[src/rtl/rf_cmd_sequencer.sv]
// rtl/rf_cmd_sequencer.sv - command FIFO and transaction sequencer in front of the MRF24J40 SPI engine
module rf_cmd_sequencer #(
  parameter int DEPTH   = 4,
  parameter int TIMEOUT = 255
) (
  input  logic       clk,
  input  logic       rst_n,
  input  logic       cmd_valid,
  output logic       cmd_ready,
  input  logic [1:0] cmd_mode,
  input  logic [9:0] cmd_addr,
  input  logic [7:0] cmd_wdata,
  output logic       rsp_valid,
  input  logic       rsp_ready,
  output logic [7:0] rsp_rdata,
  output logic       rsp_err,
  output logic       busy,
  input  logic       rf_ready,
  input  logic       rf_data_out,
  output logic       rf_c_en,
  output logic [1:0] rf_mode,
  output logic [9:0] rf_addr,
  output logic [7:0] rf_wdata
);

  localparam int AW = (DEPTH > 1) ? $clog2(DEPTH) : 1;
  localparam int CW = (TIMEOUT > 255) ? $clog2(TIMEOUT + 1) : 8;
  localparam logic [AW:0] FULL_CNT = (AW + 1)'(DEPTH);

  typedef enum logic [2:0] {
    S_IDLE, S_ARM, S_ISSUE, S_START, S_XFER, S_DONE, S_ERR
  } state_t;

  state_t state, state_d;

  logic [19:0]   fifo_mem [DEPTH];
  logic [AW-1:0] wr_ptr, rd_ptr;
  logic [AW:0]   count;
  logic          push, pop, load;
  logic [CW-1:0] tcnt;
  logic          timeout_hit;
  logic [7:0]    shreg;

  assign cmd_ready   = (count != FULL_CNT);
  assign push        = cmd_valid && cmd_ready;
  assign busy        = (state != S_IDLE) || (count != '0);
  assign rf_c_en     = (state == S_ISSUE);
  assign timeout_hit = (TIMEOUT != 0) && (tcnt == CW'(TIMEOUT));

  // Command FIFO: entry is {mode, addr, wdata}; pointers wrap naturally at DEPTH
  always_ff @(posedge clk or negedge rst_n) begin
    if (!rst_n) begin
      wr_ptr <= '0;
      rd_ptr <= '0;
      count  <= '0;
      for (int i = 0; i < DEPTH; i++) fifo_mem[i] <= '0;
    end else begin
      if (push) begin
        fifo_mem[wr_ptr] <= {cmd_mode, cmd_addr, cmd_wdata};
        wr_ptr           <= wr_ptr + 1'b1;
      end
      if (pop) rd_ptr <= rd_ptr + 1'b1;
      if (push && !pop)      count <= count + 1'b1;
      else if (!push && pop) count <= count - 1'b1;
    end
  end

  // State register and per-state cycle counter (restarts on every state change)
  always_ff @(posedge clk or negedge rst_n) begin
    if (!rst_n) begin
      state <= S_IDLE;
      tcnt  <= '0;
    end else begin
      state <= state_d;
      if (state_d != state) tcnt <= '0;
      else if (tcnt != '1)  tcnt <= tcnt + 1'b1;
    end
  end

  // Next-state logic; the head entry is latched when leaving IDLE and popped when ARM resolves
  always_comb begin
    state_d = state;
    pop     = 1'b0;
    load    = 1'b0;
    case (state)
      S_IDLE: begin
        if ((count != '0) && !rsp_valid) begin
          load    = 1'b1;
          state_d = S_ARM;
        end
      end
      S_ARM: begin
        if (rf_ready) begin
          pop     = 1'b1;
          state_d = S_ISSUE;
        end else if (timeout_hit) begin
          pop     = 1'b1;
          state_d = S_ERR;
        end
      end
      S_ISSUE: state_d = S_START;
      S_START: begin
        if (!rf_ready)        state_d = S_XFER;
        else if (timeout_hit) state_d = S_ERR;
      end
      S_XFER: begin
        if (rf_ready)         state_d = S_DONE;
        else if (timeout_hit) state_d = S_ERR;
      end
      S_DONE:  state_d = S_IDLE;
      S_ERR:   state_d = S_IDLE;
      default: state_d = S_IDLE;
    endcase
  end

  // Engine holding registers: stay frozen for the whole transaction since the engine samples them live
  always_ff @(posedge clk or negedge rst_n) begin
    if (!rst_n) begin
      rf_mode  <= '0;
      rf_addr  <= '0;
      rf_wdata <= '0;
    end else if (load) begin
      {rf_mode, rf_addr, rf_wdata} <= fifo_mem[rd_ptr];
    end
  end

  // Serial read capture: only the final 8 bits before rf_ready rises survive
  always_ff @(posedge clk or negedge rst_n) begin
    if (!rst_n) begin
      shreg <= '0;
    end else if ((state == S_XFER) && !rf_ready) begin
      shreg <= {shreg[6:0], rf_data_out};
    end
  end

  // Response holding register: set on DONE/ERR, released by the host handshake
  always_ff @(posedge clk or negedge rst_n) begin
    if (!rst_n) begin
      rsp_valid <= 1'b0;
      rsp_rdata <= '0;
      rsp_err   <= 1'b0;
    end else if (state == S_DONE) begin
      rsp_valid <= 1'b1;
      rsp_rdata <= rf_mode[0] ? 8'h00 : shreg;
      rsp_err   <= 1'b0;
    end else if (state == S_ERR) begin
      rsp_valid <= 1'b1;
      rsp_rdata <= 8'h00;
      rsp_err   <= 1'b1;
    end else if (rsp_valid && rsp_ready) begin
      rsp_valid <= 1'b0;
    end
  end

endmodule

[config.mk]
export PLATFORM = sky130hd
export DESIGN_NAME = rf_cmd_sequencer
export DESIGN_NICKNAME = d
export VERILOG_FILES = /design/src/rtl/rf_cmd_sequencer.sv
export SDC_FILE = /design/constraint.sdc
export NUM_CORES = 1
export LEC_CHECK = 0
export ABC_AREA = 1
export CORE_AREA = 2 2 133 135
export CTS_BUF_LIST = sky130_fd_sc_hd__clkbuf_8
export DETAILED_ROUTE_END_ITERATION = 12
export DIE_AREA = 0 0 135 137
export SYNTH_ARGS = -nofsm -noshare
export SYNTH_HDL_FRONTEND = slang
export SYNTH_SLANG_ARGS = --single-unit
[constraint.sdc]
create_clock -name clk -period 2.2 [get_ports clk]
set_input_delay 0.22 -clock clk [delete_from_list [all_inputs] [get_ports clk]]
set_output_delay 0.22 -clock clk [all_outputs]
set_load 0.01 [all_outputs]
Word level (Yosys, flattened, before mapping):

Cells that the tools add are included.

* input port bits: 26
* memories: 0
* memory bits (read-only): 0
* output and inout port bits: 33
* bits in latches: 0
* RAM bits: 0
* register bits: 136

* add/subtract/negate cells: 5
* bitwise operators: 2
* equal/unequal tests: 10
* multipliers: 0
* reductions and logical operators: 19
* shift operators: 0
* order comparisons: 3
* mux-type cells: 29
* div/mod/pow operators: 0

Operators by type and width (number)
* $bwmux 80: 1
* $mux 20: 3
* $bmux 20 s2: 1
* $demux 20 s2: 1
* $mux 8: 5
* $mux 3: 7
* $pmux 3 s5: 1
* $mux 1: 10
* $eq 3x3->1 const B: 3
* $reduce_bool 3->1: 3
* $add 8x1->8 const B: 1
* $eq 8x8->1 const B: 1
* $ne 8x8->1 const B: 1
* $logic_and 1x1->1: 7
* $eq 3x2->1 const B: 2
* $ge 3x3->1 const B: 2
* $not 2->3: 2
* $reduce_bool 2->1: 3
* $add 2x1->2 const B: 2
* $logic_not 1->1: 4
* $add 3x1->3 const B: 1
* $eq 3x1->1 const B: 1
* $logic_not 3->1: 1
* $lt 3x1->1 const B: 1
* other kinds (4): 4

Depth between registers and ports, before layout:

* depth after elaboration: 7
* depth in mapped cells: 12
* depth with buffers taken out: 12

Worst setup path after synthesis:

OpenSTA, ideal clock, no wires.

* path kind: register to register
* start point: reg tcnt[0]
* end point: reg count[2]
* cell stages (with the launch flop): 13
* setup time: 0.131 ns
* arrival time: 1.951 ns
* buffers on the path: 0
* period minus slack after synthesis: 2.082 ns
* required time: 2.069 ns
* path slack: 0.118 ns
* cell sequence: dfrtp_1 ha_1 nand2_1 nor2_1 nand2_2 nand2_1 nand2_2 ha_1 inv_1 fa_1 a21oi_1 o21ai_0 xor2_1

* longest elaborated chain between the ends: 7
* elaborated cells on any way between the ends: 9
* those cells by class: eq/ne (1); mux (4); reduce/logical (4)

RTL lines
* start: declaration: RTL line 40 `logic [CW-1:0] tcnt;`
* start signal: assignment: RTL line 76 `else if (tcnt != '1) tcnt <= tcnt + 1'b1;`
* $eq 8x8->1 *: RTL line 48 `assign timeout_hit = (TIMEOUT != 0) && (tcnt == CW'(TIMEOUT));`
* $mux 1 *: RTL line 96 `end else if (timeout_hit) begin`
* $mux 1 *: RTL line 93 `if (rf_ready) begin`
* $mux 1 *: RTL line 85 `case (state)`
* $logic_not 1->1: RTL line 63 `if (push && !pop) count <= count + 1'b1;`
* $logic_and 1x1->1: RTL line 63
* $mux 3 / $reduce_bool 2->1 (equally long branches)
* end signal: assignment: RTL line 63
* end signal: assignment: RTL line 64 `else if (!push && pop) count <= count - 1'b1;`
* end: declaration: RTL line 38 `logic [AW:0] count;`

Mark *: on every way between the ends. The rest lies on a longest branch, timed or not.
A chain may end at the register's enable or synchronous reset.

Final worst setup path:

* start point: reg state[1]
* end point: reg count[1]

* longest elaborated chain between the ends: 5
* elaborated cells on any way between the ends: 7
* those cells by class: eq/ne (1); mux (2); reduce/logical (4)

RTL lines
* start: declaration: RTL line 34 `state_t state, state_d;`
* start signal: assignment: RTL line 74 `state <= state_d;`
* $eq 3x1->1 *: RTL line 85
* $mux 1 *: RTL line 85
* $logic_not 1->1: RTL line 63
* $logic_and 1x1->1: RTL line 63
* $mux 3 / $reduce_bool 2->1 (equally long branches)

Marks and branches as above.

==> summary.md <==
| Metric | Value |
|---|---|
| Outcome | `completed` |
| CTS buffer count | `17` |
| Crit end category | `register` |
| Slew margin rel. | `59.59%` |
| Skew-Pair Late Insertion Delay | `0.44 ns` |
| Syn Inst Count | `672` |
| Fillers | `1774` |
| Final Skew | `0.01372 ns` |
| Synth Net Count | `705` |
| RSZ-0062 raised after global routing | `no` |
| Largest stage delay, worst path | `0.43 ns` |
| # placed instances | `939` |
| Fin cells | `975` |
| Register area share after synthesis | `58.34%` |
| Initial core utilization | `34.20%` |
| Vias in the first global route | `4417` |
| Core Area | `17060 um2` |
| DPL Wire Length | `7797 um` |
| 1st-iter DRT viols | `284` |
| Clock-pin slew of the registers on the worst-case setup and hold paths | `0.08 ns` |
| Chip Height | `137 um` |
| Total power | `10.13 mW` |
| Fin area | `7182 um2` |
| Crit-path leading delay family | `adder cells` |
| Area growth, synth to finish | `23.12%` |
| Final GP Congestion | `0.7481` |
| CP Max Fanout | `6` |
| Cell Area, Synth | `5833 um2` |
| Final wirelength | `12500 um` |
| Util after Layout | `42.11%` |
| Largest net degree at the start of global routing | `63` |
| Cell area after placement | `6763 um2` |
| Seq pwr share | `41.0%` |
| Most common cell after layout, fill and taps aside | `o21ai_0` |
| HP Class | `primary input to async pin` |
| Clock sink total | `136` |
| Initial antenna violation count | `0` |
| PwrDens | `1410 nW/um2` |
| First-pass GRT wire length | `21680 um` |
| Number of I/O port buffers | `58` |
| CP Class | `register to register` |
| Fmax | `493.5 MHz` |
| TNS Setup | `0 ns` |
| Final period utilization | `92.10%` |
| # setup viols final | `0` |
| Avg Inst Size Synth | `8.680 um2` |
| Worst Path Arrival | `2.34 ns` |
| Combinational share of power | `40.6%` |
| Antenna Nets Post-Route | `0` |
| Worst-margin pin slew | `0.6061 ns` |
| Total GRT Usage | `14.97%` |
| Internal power | `6.279 mW` |
| Synth warn | `0` |
| Period minus WS final | `2.026 ns` |
| Number of max-cap violations | `0` |
| DR WL/cell | `12.82 um` |
| Worst Path Required | `2.51 ns` |
| Worst-path cell chain | `buf_4 > nor2_2 > inv_1 > nor2_1 > nand2_2 > ha_1 > inv_1 > fa_1 > nor2_1 > a21oi_1` |
| Startpoint types | `register` |
| Ports | `59` |
| Deepest clock path buffer count | `2` |
| Clk pwr share | `18.4%` |
| Fin. Hold Viols | `0` |
| Leakage power | `3.289 nW` |
| Synth unique cells | `26` |
| CTS H-tree lvls | `4` |
| Psw | `3.849 mW` |
| Fin nets | `771` |
| # DRC | `0` |
| TritonCTS clock tree | `done` |
| Slew Viols, Final | `0` |
| Initial DRT Pass Iterations | `5` |
| DR vias | `4454` |
| Via/cell ratio | `4.568` |
| Max rail drop VDD | `0.5934 mV` |
| Worst Path Buf+Inv | `3` |
| ANT cells | `0` |
| Die area | `18500 um2` |
| Total gr overflow | `0` |
| Flops & latches, synth | `136` |
| Switch share | `38.01%` |
| Site row count | `48` |
| Share of post-route cells with drive strength above 1 | `9.067%` |
| Width of the die | `135 um` |
| Commonest cells after routing, fill and taps aside | `o21ai_0, dfrtp_1, nand2_1` |
| Root Driver | `clkbuf_8` |
| Slowest CP cell | `dfrtp_2` |
==> per-layer routing <==
metal	vias to the layer above	wire length, um	global-route usage, %
met1	2074	6171	19.77
met5	-	0	0
met3	9	391	4.370
li1	2309	-	-
met4	0	130	4.688
met2	62	5804	23.86
==> path summary, 6_finish.rpt <==
check	start	endpoint	slack [ns]	cells after the start
max in group asynchronous	rst_n	rf_addr[1]	1.22	3
worst min register to register	fifo_mem[9]	fifo_mem[9]	0.48	2
min in group clk	rsp_ready	rsp_valid	0.35	2
worst max-delay path	state[1]	count[1]	0.17	10
worst min-delay path	rst_n	state[0]	0.33	2
worst max register to register	state[1]	count[1]	0.17	10
==> power groups by stage <==
stage | combinational (mW) | clock, mW | sequential (mW)
detailed placement | 4.10 | 0 | 4.20
global placement | 4.06 | 0 | 4.18
global route | 4.77 | 2.05 | 4.31
floorplan | 2.59 | 0 | 4.18
CTS | 4.15 | 1.93 | 4.17
finish | 4.11 | 1.87 | 4.16
==> Yosys cell counts <==
cell type    n  share of area (%)
xor2_1       4               0.60
a21oi_1      6               0.51
or2_2        1               0.11
nor2_1     117                7.5
nand2_4      1               0.19
inv_1       48                3.1
nand2_1    125                8.0
dfrtp_1    136                 58
buf_2        7               0.60
o211ai_1     1               0.13
o21ai_0    143                 12
nand3_2      1               0.17
nand3_1     12                1.0
ha_1         6                1.3
o22ai_1      1               0.11
nand4_1      2               0.21
o221ai_1     1               0.15
o21bai_1     1               0.13
xnor2_1      3               0.45
fa_1         1               0.34
a31oi_1     19                2.0
clkinv_1     1              0.064
clkbuf_1    27                1.7
nor2_2       3               0.32
and2_1       1               0.11
nand2_2      4               0.43
==> worst reg2reg max path: cells and delay by family, from the launching register on <==
kind                     cells  cell delay [ns]
buffers and inverters        3             0.33
AO/OA/AOI/OAI                1             0.04
AND/OR/NAND/NOR              4             0.50
flip-flops                   1             0.43
adder cells (fa/ha/maj)      2             0.59
==> registers in the layout, indices dropped and copies added, names as in the netlist <==
register   flops
rf_addr       10
rd_ptr         2
wr_ptr         2
rsp_err        1
fifo_mem      80
rf_wdata       8
count          3
tcnt           8
rsp_rdata      8
rsp_valid      1
state          3
shreg          8
rf_mode        2
==> per-stage QoR <==
step	setup WS [ns]	hold slack [ns]
final	0.1737	0.3252
after global routing	0.01166	0.3313
after CTS	0.002026	0.3117
after detailed placement	0.1054	0.2558
after global placement	0.1462	0.2586
after floorplan	0.1180	-0.07559
==> cell families (layout without fill, tap and decap cells) <==
| kind of cell | after synthesis | in the layout | synth area share [%] |
|---|---|---|---|
| flops | 136 | 136 | 58.34 |
| buf+inv | 83 | 161 | 5.491 |
| simple gates | 267 | 267 | 18.15 |
| compound gates | 172 | 172 | 15.34 |
| fa+ha+maj | 7 | 7 | 1.630 |
| xor+xnor | 7 | 7 | 1.051 |
==> cell type report <==
cell class                      count  area (um2)  area share (%)
Inverter                           49       183.9           2.561
Tap cell                          225       281.5           3.920
Timing Repair Buffer               81       822.0           11.45
Clock inverter                     11       85.08           1.185
Multi-Input combinational cell    453        2127           29.62
Sequential cell                   136        3407           47.44
Clock buffer                       20       275.3           3.833
==> what timing repair did <==
action,4_1_cts,5_1_grt
setup buffers,1,3
endpoints found under the setup margin,1,4
gates cloned,0,0
hold endpoints to repair,60,0
resized for setup,5,6
hold buffers,1,0
pin swaps,0,1
Note: power is estimated with default switching activity, not from simulation.
